**config.mk**
```make
export PLATFORM = sky130hd
export DESIGN_NAME = vend_sequencer_flat
export DESIGN_NICKNAME = d
export VERILOG_FILES = /design/src/rtl/vend_pkg.sv /design/src/rtl/vend_sequencer_if.sv /design/src/rtl/vend_change_engine.sv /design/src/rtl/vend_sequencer.sv /design/src/flat_wrapper.sv
export SDC_FILE = /design/constraint.sdc
export NUM_CORES = 1
export LEC_CHECK = 0
export ABC_AREA = 1
export CELL_PAD_IN_SITES_DETAIL_PLACEMENT = 1
export CELL_PAD_IN_SITES_GLOBAL_PLACEMENT = 2
export CORE_ASPECT_RATIO = 0.8
export CORE_MARGIN = 5
export CORE_UTILIZATION = 27
export DETAILED_ROUTE_END_ITERATION = 8
export GPL_TIMING_DRIVEN = 0
export HOLD_SLACK_MARGIN = 0.1
export PLACE_DENSITY = 0.78
export SKIP_LAST_GASP = 1
export SYNTH_ARGS = -nofsm -noshare
export SYNTH_HDL_FRONTEND = slang
export SYNTH_SLANG_ARGS = --single-unit
```
**constraint.sdc**
```tcl
create_clock -name clk -period 6.6 [get_ports clk]
set_input_delay 1.98 -clock clk [delete_from_list [all_inputs] [get_ports clk]]
set_output_delay 1.98 -clock clk [all_outputs]
set_load 0.01 [all_outputs]
```
**src/rtl/vend_pkg.sv**
```systemverilog
// Shared types and constants for the vending sequencer: FSM states, change-coin
// type codes and coin values in 0.5-yuan units.
package vend_pkg;

  typedef enum logic [1:0] {
    ACCEPT = 2'd0,
    VEND   = 2'd1,
    CHANGE = 2'd2
  } state_t;

  localparam logic CHG_HALF = 1'b0;
  localparam logic CHG_ONE  = 1'b1;

  localparam int HALF_U = 1;
  localparam int ONE_U  = 2;

endpackage

```
**src/rtl/vend_sequencer_if.sv**
```systemverilog
// Coin, selection, dispense and change-hopper signals of the vending sequencer.
// slave is the sequencer side, master is the machine/environment side.
interface vend_sequencer_if #(
  parameter int CREDIT_W = 4
);
  logic                coin_half;
  logic                coin_one;
  logic                coin_reject;
  logic                sel_valid;
  logic [1:0]          sel_id;
  logic [CREDIT_W-1:0] sel_price;
  logic                sel_nack;
  logic                cancel;
  logic                vend_req;
  logic [1:0]          vend_id;
  logic                vend_ack;
  logic                chg_req;
  logic                chg_type;
  logic                chg_ack;
  logic [CREDIT_W-1:0] credit;
  logic                busy;

  modport slave (
    input  coin_half, coin_one, sel_valid, sel_id, sel_price, cancel,
           vend_ack, chg_ack,
    output coin_reject, sel_nack, vend_req, vend_id, chg_req, chg_type,
           credit, busy
  );

  modport master (
    output coin_half, coin_one, sel_valid, sel_id, sel_price, cancel,
           vend_ack, chg_ack,
    input  coin_reject, sel_nack, vend_req, vend_id, chg_req, chg_type,
           credit, busy
  );

endinterface

```
**src/rtl/vend_change_engine.sv**
```systemverilog
// Change payout: picks the largest coin that fits the remaining credit and
// handshakes it with the hopper; the owner of the credit register applies the step.
module vend_change_engine
  import vend_pkg::*;
#(
  parameter int CREDIT_W = 4
) (
  input  logic                active,
  input  logic [CREDIT_W-1:0] credit,
  input  logic                chg_ack,
  output logic                chg_req,
  output logic                chg_type,
  output logic                take,
  output logic [CREDIT_W-1:0] credit_next,
  output logic                done
);

  logic use_one;

  // credit only moves on an ack, so req/type stay stable while the hopper works
  assign use_one     = credit >= CREDIT_W'(ONE_U);
  assign chg_req     = active;
  assign chg_type    = (active && use_one) ? CHG_ONE : CHG_HALF;
  assign take        = active && chg_ack;
  assign credit_next = credit - (use_one ? CREDIT_W'(ONE_U) : CREDIT_W'(HALF_U));
  assign done        = take && (credit_next == '0);

endmodule

```
**src/rtl/vend_sequencer.sv**
```systemverilog
// Vending machine sequencer: coin crediting, selection, dispense and change.
// Define VEND_TIMEOUT_EN to auto-refund credit left idle for TIMEOUT_CYC cycles.
module vend_sequencer
  import vend_pkg::*;
#(
  parameter int CREDIT_W    = 4,
  parameter int MAX_CREDIT  = 10,
  parameter int TIMEOUT_CYC = 1000
) (
  input logic              clk,
  input logic              reset,
  vend_sequencer_if.slave  bus
);

  localparam int SUM_W = CREDIT_W + 1;

  state_t              state, state_next;
  logic [CREDIT_W-1:0] credit, credit_next;
  logic [1:0]          vend_id;
  logic [SUM_W-1:0]    base_one, base_half, coin_sum;
  logic                sel_ok, one_ok, half_ok, coin_en;
  logic                chg_take, chg_done, timeout_hit;
  logic [CREDIT_W-1:0] chg_credit_next;

  // coin_one is judged first, coin_half against the sum it leaves
  assign base_one  = {1'b0, credit} + SUM_W'(ONE_U);
  assign one_ok    = coin_en && bus.coin_one && (base_one <= SUM_W'(MAX_CREDIT));
  assign base_half = (one_ok ? base_one : {1'b0, credit}) + SUM_W'(HALF_U);
  assign half_ok   = coin_en && bus.coin_half && (base_half <= SUM_W'(MAX_CREDIT));
  assign coin_sum  = {1'b0, credit} + (one_ok ? SUM_W'(ONE_U) : '0)
                   + (half_ok ? SUM_W'(HALF_U) : '0);

  assign sel_ok  = (state == ACCEPT) && bus.sel_valid && !bus.cancel &&
                   (bus.sel_price != '0) && (bus.sel_price <= credit);
  assign coin_en = (state == ACCEPT) && !sel_ok;

  assign bus.coin_reject = (bus.coin_one && !one_ok) || (bus.coin_half && !half_ok);
  assign bus.sel_nack    = bus.sel_valid && !sel_ok;
  assign bus.vend_req    = (state == VEND);
  assign bus.vend_id     = vend_id;
  assign bus.credit      = credit;
  assign bus.busy        = (state != ACCEPT);

  vend_change_engine #(.CREDIT_W(CREDIT_W)) u_change (
    .active      (state == CHANGE),
    .credit      (credit),
    .chg_ack     (bus.chg_ack),
    .chg_req     (bus.chg_req),
    .chg_type    (bus.chg_type),
    .take        (chg_take),
    .credit_next (chg_credit_next),
    .done        (chg_done)
  );

`ifdef VEND_TIMEOUT_EN
  localparam int TO_W = $clog2(TIMEOUT_CYC + 1);
  logic [TO_W-1:0] idle_cnt;
  logic            activity;

  assign activity    = bus.coin_half || bus.coin_one || bus.sel_valid || bus.cancel;
  assign timeout_hit = (state == ACCEPT) && (credit != '0) && !activity &&
                       (idle_cnt == TO_W'(TIMEOUT_CYC - 1));

  always_ff @(posedge clk or negedge reset) begin
    if (!reset)
      idle_cnt <= '0;
    else if ((state != ACCEPT) || (credit == '0) || activity || timeout_hit)
      idle_cnt <= '0;
    else
      idle_cnt <= idle_cnt + 1'b1;
  end
`else
  assign timeout_hit = 1'b0;
`endif

  always_ff @(posedge clk or negedge reset) begin
    if (!reset) begin
      state   <= ACCEPT;
      credit  <= '0;
      vend_id <= '0;
    end else begin
      state  <= state_next;
      credit <= credit_next;
      if (sel_ok)
        vend_id <= bus.sel_id;
    end
  end

  // coins landing with a cancel are still credited and so refunded with the rest
  always_comb begin
    state_next  = state;
    credit_next = credit;
    case (state)
      ACCEPT: begin
        if (sel_ok) begin
          credit_next = credit - bus.sel_price;
          state_next  = VEND;
        end else begin
          credit_next = coin_sum[CREDIT_W-1:0];
          if ((bus.cancel && (credit != '0)) || timeout_hit)
            state_next = CHANGE;
        end
      end
      VEND: begin
        if (bus.vend_ack)
          state_next = (credit != '0) ? CHANGE : ACCEPT;
      end
      CHANGE: begin
        if (chg_take)
          credit_next = chg_credit_next;
        if (chg_done)
          state_next = ACCEPT;
      end
      default: state_next = ACCEPT;
    endcase
  end

endmodule

```
**src/flat_wrapper.sv**
```systemverilog
// flat-port wrapper written by rule: the top's interface ports become plain ports
module vend_sequencer_flat import vend_pkg::*;
#(
  parameter int CREDIT_W    = 4,
  parameter int MAX_CREDIT  = 10,
  parameter int TIMEOUT_CYC = 1000
)
  (clk, reset, bus_coin_half, bus_coin_one, bus_sel_valid, bus_sel_id, bus_sel_price, bus_cancel, bus_vend_ack, bus_chg_ack, bus_coin_reject, bus_sel_nack, bus_vend_req, bus_vend_id, bus_chg_req, bus_chg_type, bus_credit, bus_busy);
  vend_sequencer_if #(.CREDIT_W(CREDIT_W)) bus_i ();
  input logic clk;
  input logic reset;
  input wire logic [$bits(bus_i.coin_half)-1:0] bus_coin_half;
  input wire logic [$bits(bus_i.coin_one)-1:0] bus_coin_one;
  input wire logic [$bits(bus_i.sel_valid)-1:0] bus_sel_valid;
  input wire logic [$bits(bus_i.sel_id)-1:0] bus_sel_id;
  input wire logic [$bits(bus_i.sel_price)-1:0] bus_sel_price;
  input wire logic [$bits(bus_i.cancel)-1:0] bus_cancel;
  input wire logic [$bits(bus_i.vend_ack)-1:0] bus_vend_ack;
  input wire logic [$bits(bus_i.chg_ack)-1:0] bus_chg_ack;
  output wire logic [$bits(bus_i.coin_reject)-1:0] bus_coin_reject;
  output wire logic [$bits(bus_i.sel_nack)-1:0] bus_sel_nack;
  output wire logic [$bits(bus_i.vend_req)-1:0] bus_vend_req;
  output wire logic [$bits(bus_i.vend_id)-1:0] bus_vend_id;
  output wire logic [$bits(bus_i.chg_req)-1:0] bus_chg_req;
  output wire logic [$bits(bus_i.chg_type)-1:0] bus_chg_type;
  output wire logic [$bits(bus_i.credit)-1:0] bus_credit;
  output wire logic [$bits(bus_i.busy)-1:0] bus_busy;
  assign bus_i.coin_half = bus_coin_half;
  assign bus_i.coin_one = bus_coin_one;
  assign bus_i.sel_valid = bus_sel_valid;
  assign bus_i.sel_id = bus_sel_id;
  assign bus_i.sel_price = bus_sel_price;
  assign bus_i.cancel = bus_cancel;
  assign bus_i.vend_ack = bus_vend_ack;
  assign bus_i.chg_ack = bus_chg_ack;
  assign bus_coin_reject = bus_i.coin_reject;
  assign bus_sel_nack = bus_i.sel_nack;
  assign bus_vend_req = bus_i.vend_req;
  assign bus_vend_id = bus_i.vend_id;
  assign bus_chg_req = bus_i.chg_req;
  assign bus_chg_type = bus_i.chg_type;
  assign bus_credit = bus_i.credit;
  assign bus_busy = bus_i.busy;
  vend_sequencer #(.CREDIT_W(CREDIT_W), .MAX_CREDIT(MAX_CREDIT), .TIMEOUT_CYC(TIMEOUT_CYC)) u_core (.clk(clk), .reset(reset), .bus(bus_i));
endmodule
```
* After elaboration in Yosys (flattened, before gate mapping)
Cells that the tools add are included.
** Cells by class
- $add $sub $neg :: 6
- Magnitude comparators :: 4
- Eq/ne operators :: 6
- Muxes and demuxes :: 14
- Reductions and logical operators :: 29
** Operator list (number)
- 1-bit logical AND :: 16
- 2-bit 2-to-1 mux :: 7
- 5-bit by 4-bit less-or-equal comparator with 1-bit output (second input constant) :: 2
- 4-bit adder :: 2
- 4-bit 2-to-1 mux :: 2
- 4-bit one-hot mux with 2 select lines :: 1
- 4-bit nonzero test :: 2
- 2-bit one-hot mux with 3 select lines :: 1
- 4-bit by 2-bit adder with 5-bit output (second input constant) :: 1
- 5-bit by 1-bit adder with 5-bit output (second input constant) :: 1
- 5-bit 2-to-1 mux :: 1
- 4-bit by 2-bit >= comparator with 1-bit output (second input constant) :: 1
- 4-bit less-or-equal comparator :: 1
- 1-bit zero test :: 4
- 4-bit zero test :: 1
- 2-bit by 1-bit != test with 1-bit output (second input constant) :: 2
- 2-bit nonzero test :: 2
- 4-bit by 2-bit subtractor with 4-bit output :: 1
- 4-bit subtractor :: 1
- 3-bit by 2-bit != test with 1-bit output (second input constant) :: 1
- 3-bit AND reduction :: 1
- 2-bit by 1-bit == test with 1-bit output (second input constant) :: 1
- 2-bit == test (second input constant) :: 1
- 2-bit zero test :: 1
- 4 further kinds :: 5
** Word-level totals
- Register bits :: 8
- Input bits :: 14
- Output and inout bits :: 12
- Word-level logic and storage cells :: 62

* Depth between registers and ports, before layout
- Depth in word-level cells :: 17
- Gate-level depth with buffers :: 25
- Mapped depth without buffers :: 25

* Cells and area by module
A second synthesis with hierarchy kept.
** Unflattened totals
- Cell total of the unflattened synthesis :: 167
- Area total of the unflattened synthesis :: 1073.5 µm²
** Modules (own cells, without submodules)
- vend_sequencer :: times used 1, cells an instance 139, area an instance 919.6 µm², seq. area each 200.2 µm²
- vend_change_engine :: times used 1, cells an instance 28, area an instance 153.9 µm², seq. area each 0.0 µm²

* Worst setup path after synthesis
OpenSTA, ideal clock, no wires.
- Path kind :: in2out
- From :: input bus_sel_price[0]
- To :: output bus_coin_reject
- Arrival :: 3.972 ns
- Data required time :: 4.620 ns
- Path slack :: 0.648 ns
- Stages :: 16
- Path through :: ha_1 -> fa_1 -> nand2_1 -> nand2_1 -> nand2_1 -> nand2_4 -> nand3_4 -> inv_1 -> ha_1 -> ha_1 -> nand2_1 -> nand3_2 -> nand2_1 -> nand2_1 -> nand2_1 -> nand2_1
** Between the ends
- Cells in the longest elaborated chain, start to end :: 14
- Elaborated cells on any way between the ends :: 18
- Those cells by class :: add/sub: 1; order compare: 2; mux: 1; reduce/logical: 14
** RTL lines
- start: declaration :: line flat_wrapper.sv:16 : input wire logic [$bits(bus_i.sel_price)-1:0] bus_sel_price;
- parallel branches: the longest is 2 deep, another holds 4-bit less-or-equal comparator
- 1-bit logical AND * :: line vend_sequencer.sv:34 : (bus.sel_price != '0) && (bus.sel_price <= credit);
- 1-bit zero test * :: line vend_sequencer.sv:35 : assign coin_en = (state == ACCEPT) && !sel_ok;
- 1-bit logical AND * :: line vend_sequencer.sv:35
- 1-bit logical AND (2 in a row) :: line vend_sequencer.sv:27 : assign one_ok = coin_en && bus.coin_one && (base_one <= SUM_W'(MAX_CREDIT));
- 5-bit 2-to-1 mux :: line vend_sequencer.sv:28 : assign base_half = (one_ok ? base_one : {1'b0, credit}) + SUM_W'(HALF_U);
- 5-bit by 1-bit adder with 5-bit output :: line vend_sequencer.sv:28
- 5-bit by 4-bit less-or-equal comparator with 1-bit output :: line vend_sequencer.sv:29 : assign half_ok = coin_en && bus.coin_half && (base_half <= SUM_W'(MAX_CREDIT));
- 1-bit logical AND :: line vend_sequencer.sv:29
- 1-bit zero test :: line vend_sequencer.sv:37 : assign bus.coin_reject = (bus.coin_one && !one_ok) || (bus.coin_half && !half_ok);
- 1-bit logical AND :: line vend_sequencer.sv:37
- 1-bit logical OR * :: line vend_sequencer.sv:37
- end: declaration :: line flat_wrapper.sv:20 : output wire logic [$bits(bus_i.coin_reject)-1:0] bus_coin_reject;
Every way passes the cells marked *.

* Worst setup path in the final report
- From :: input bus_sel_price[2]
- To :: output bus_coin_reject
The elaborated chain is that of the path after synthesis.

==> summary.md <==
| Metric | Value |
|---|---|
| Final count of hold timing violations | 0 |
| Layout cells sized above 1 | 13.68% |
| Area leader, netlist | dfrtp_1 |
| Post-synthesis area per instance | 6.885 um^2 |
| Root buffer cell | clkbuf_8 |
| CTS tree | built |
| Vias | 1103 |
| Fillers | 498 |
| Final-report setup violation count | 0 |
| Routed len/inst | 13.19 um |
| Pwr dens | 505.1 nW/um^2 |
| Final period utilization | 96.67% |
| Die footprint | 5495 um^2 |
| Global placement routability congestion | 0.8028 |
| Clock Latency Late Sink | 230 ps |
| Synth Instances | 161 |
| RSZ-0062 raised after global routing | no |
| Core ar. | 3879 um^2 |
| Largest fanout on the critical path | 6 |
| Leakage | 0.7795 nW |
| Initial antenna violation count | 0 |
| Residual DRC | 0 |
| Worst-path clk slew | 40 ps |
| TritonRoute pass-1 iters | 4 |
| Die W | 81.64 um |
| Post-synth cell types | 26 |
| Routed Antenna Nets | 0 |
| Maximum VDD drop | 0.1794 mV |
| Seq/Total Area, Yosys | 18.06% |
| ANT cells | 0 |
| Initial DRC count | 36 |
| Max Clock Freq | 156.7 MHz |
| Io pins | 26 |
| Row Count | 20 |
| Crit path arrival time | 4400 ps |
| Port Buffers | 25 |
| Slew of the pin with the lowest slew margin | 624.6 ps |
| Crit start category | input pin |
| Area growth from synthesis to layout | 35.21% |
| Initial Utilization | 28.58% |
| Total grt overflow | 0 |
| Synth Warn # | 0 |
| Dpl hpwl | 2.682 mm |
| # clock sinks | 8 |
| Endpoint class of the critical path | output pin |
| Syn Nets | 190 |
| Utilization after layout | 38.65% |
| CP required | 4620 ps |
| Tot Pwr | 0.0007571 W |
| Worst min path class | reg -> reg |
| Vias in the first global route | 1173 |
| Number of max-cap violations | 0 |
| Total CTS buffers | 3 |
| Via/cell ratio | 4.502 |
| First-pass GRT wire length | 5.609 mm |
| Pins Over Slew Limit | 0 |
| Worst relative slew slack | 58.20% |
| Final Skew | 1.896 ps |
| Layout Nets | 221 |
| GRT Resource Usage Total | 13.24% |
| Post-Route WL | 3.232 mm |
| H-tree levels | 1 |
| Status | completed |
| Clock buffer depth | 2 |
| Share of the synthesized area in the top cell type | 18.06% |
| Die Y | 67.31 um |
| Largest net degree at the start of global routing | 11 |
| Period minus WS final | 6380 ps |
| Synth area leaders | dfrtp_1, ha_1, nand2_1 |
| Crit Path Category | in -> out |
| Number of synthesized register bits | 8 |
| Synthesized area | 1109 um^2 |
## report_power, final
part / switching, W / leakage, nW / internal [W] / total (W)
Clock: 0.0000195 / 0.0216 / 0.0000395 / 0.0000590
Combinational: 0.000325 / 0.661 / 0.000254 / 0.000579
Sequential: 0.0000451 / 0.0972 / 0.0000735 / 0.000119
Total: 0.000390 / 0.779 / 0.000367 / 0.000757
## flip-flops by register name (all words and copies together), names as in the netlist
signal	count
u_core.bus.credit	4
u_core.bus.vend_id	2
u_core.state	2
## metrics by stage
stage,area (um^2),setup WS (ps),std cells,setup TNS (ps),hold slack [ps]
after global placement,1428,-453.4,241,-453.4,465.9
after global routing,1499,31.74,245,0,516.1
after detailed placement,1428,-488.5,241,-488.5,477.6
final,1499,219.8,245,0,498.0
after floorplan,1109,648.0,161,0,512.7
after CTS,1493,17.65,245,0,494.3
## worst paths after layout
check	from	endpoint	slack, ps	depth (start not counted)
max reg2reg	u_core.bus.credit[1]	u_core.bus.credit[1]	2730	21
max in group asynchronous	reset	u_core.state[0]	4300	1
min	u_core.bus.vend_id[0]	u_core.bus.vend_id[0]	500	2
max	bus_sel_price[2]	bus_coin_reject	220	19
min reg2reg	u_core.bus.vend_id[0]	u_core.bus.vend_id[0]	500	2
min in group asynchronous	reset	u_core.bus.vend_id[0]	2030	1
## final cells by class
type / count / area (um^2) / area share [%]
buffer: 2 / 25.02 / 1.669
clock buffer: 3 / 41.29 / 2.755
inverter: 31 / 116.4 / 7.763
multi-input combinational: 120 / 789.5 / 52.67
sequential: 8 / 200.2 / 13.36
tap: 55 / 68.82 / 4.591
timing repair buffer: 26 / 257.7 / 17.20
## cell families after synthesis
| logic type | Yosys count | share of synthesized area, % |
|---|---|---|
| AND/OR/NAND/NOR | 73 | 31.60 |
| XOR/XNOR | 6 | 4.741 |
| buffers and inverters | 33 | 12.75 |
| adder cells (fa/ha/maj) | 15 | 18.96 |
| AO/OA/AOI/OAI | 26 | 13.88 |
| flip-flops | 8 | 18.06 |
## Yosys cell counts, drive strengths merged
cell type,n
nand2,46
inv,31
nor2,17
ha,12
a21oi,10
o21ai,10
dfrtp,8
nand3,7
fa,3
nand4,3
o211ai,3
xnor2,3
xor2,3
a22oi,1
buf,1
clkbuf,1
o21a,1
o31ai,1
## routing by layer
layer | wire length (um) | up-vias | track usage (%)
met2 | 1447 | 21 | 21.44
met4 | 18 | 0 | 2.490
met3 | 117 | 2 | 1.733
li1 | - | 568 | -
met1 | 1648 | 512 | 18.91
met5 | 0 | - | 0
## cells in the final DEF, fill, tap and decap left out, types with 2 or more instances in the layout
cell	instances
fa_1	2
dfrtp_1	8
nor2_1	14
xor2_1	3
ha_2	2
xnor2_1	3
clkbuf_8	4
dlymetal6s2s_1	2
o211ai_1	2
nand2_1	39
nand2_2	6
inv_1	30
nand3_1	5
clkdlybuf4s50_1	22
nand4_1	3
ha_1	9
o21ai_0	8
a21oi_1	9
o21ai_1	2
nor2_4	3
## critical path: stages
cell and delay (ps):
clkdlybuf4s50_1 450, inv_1 50, ha_1 330, nand2_1 90, inv_1 40, nand2_1 70
nand2_2 70, nand2_4 110, nand3_4 80, inv_2 100, ha_4 220, ha_2 310
nand2_1 60, nand3_2 60, nand2_1 60, nand2_1 90, nand2_1 70, nand2_1 50
clkbuf_2 120
## repair_timing
| action | CTS | global route |
|---|---|---|
| setup endpoints to repair | 1 | 1 |
| pin swaps | 0 | 2 |
| setup buffers | 1 | 0 |
| hold buffers | 0 | 0 |
| gates resized for setup | 5 | 6 |
(Power assumes the default switching activity.)
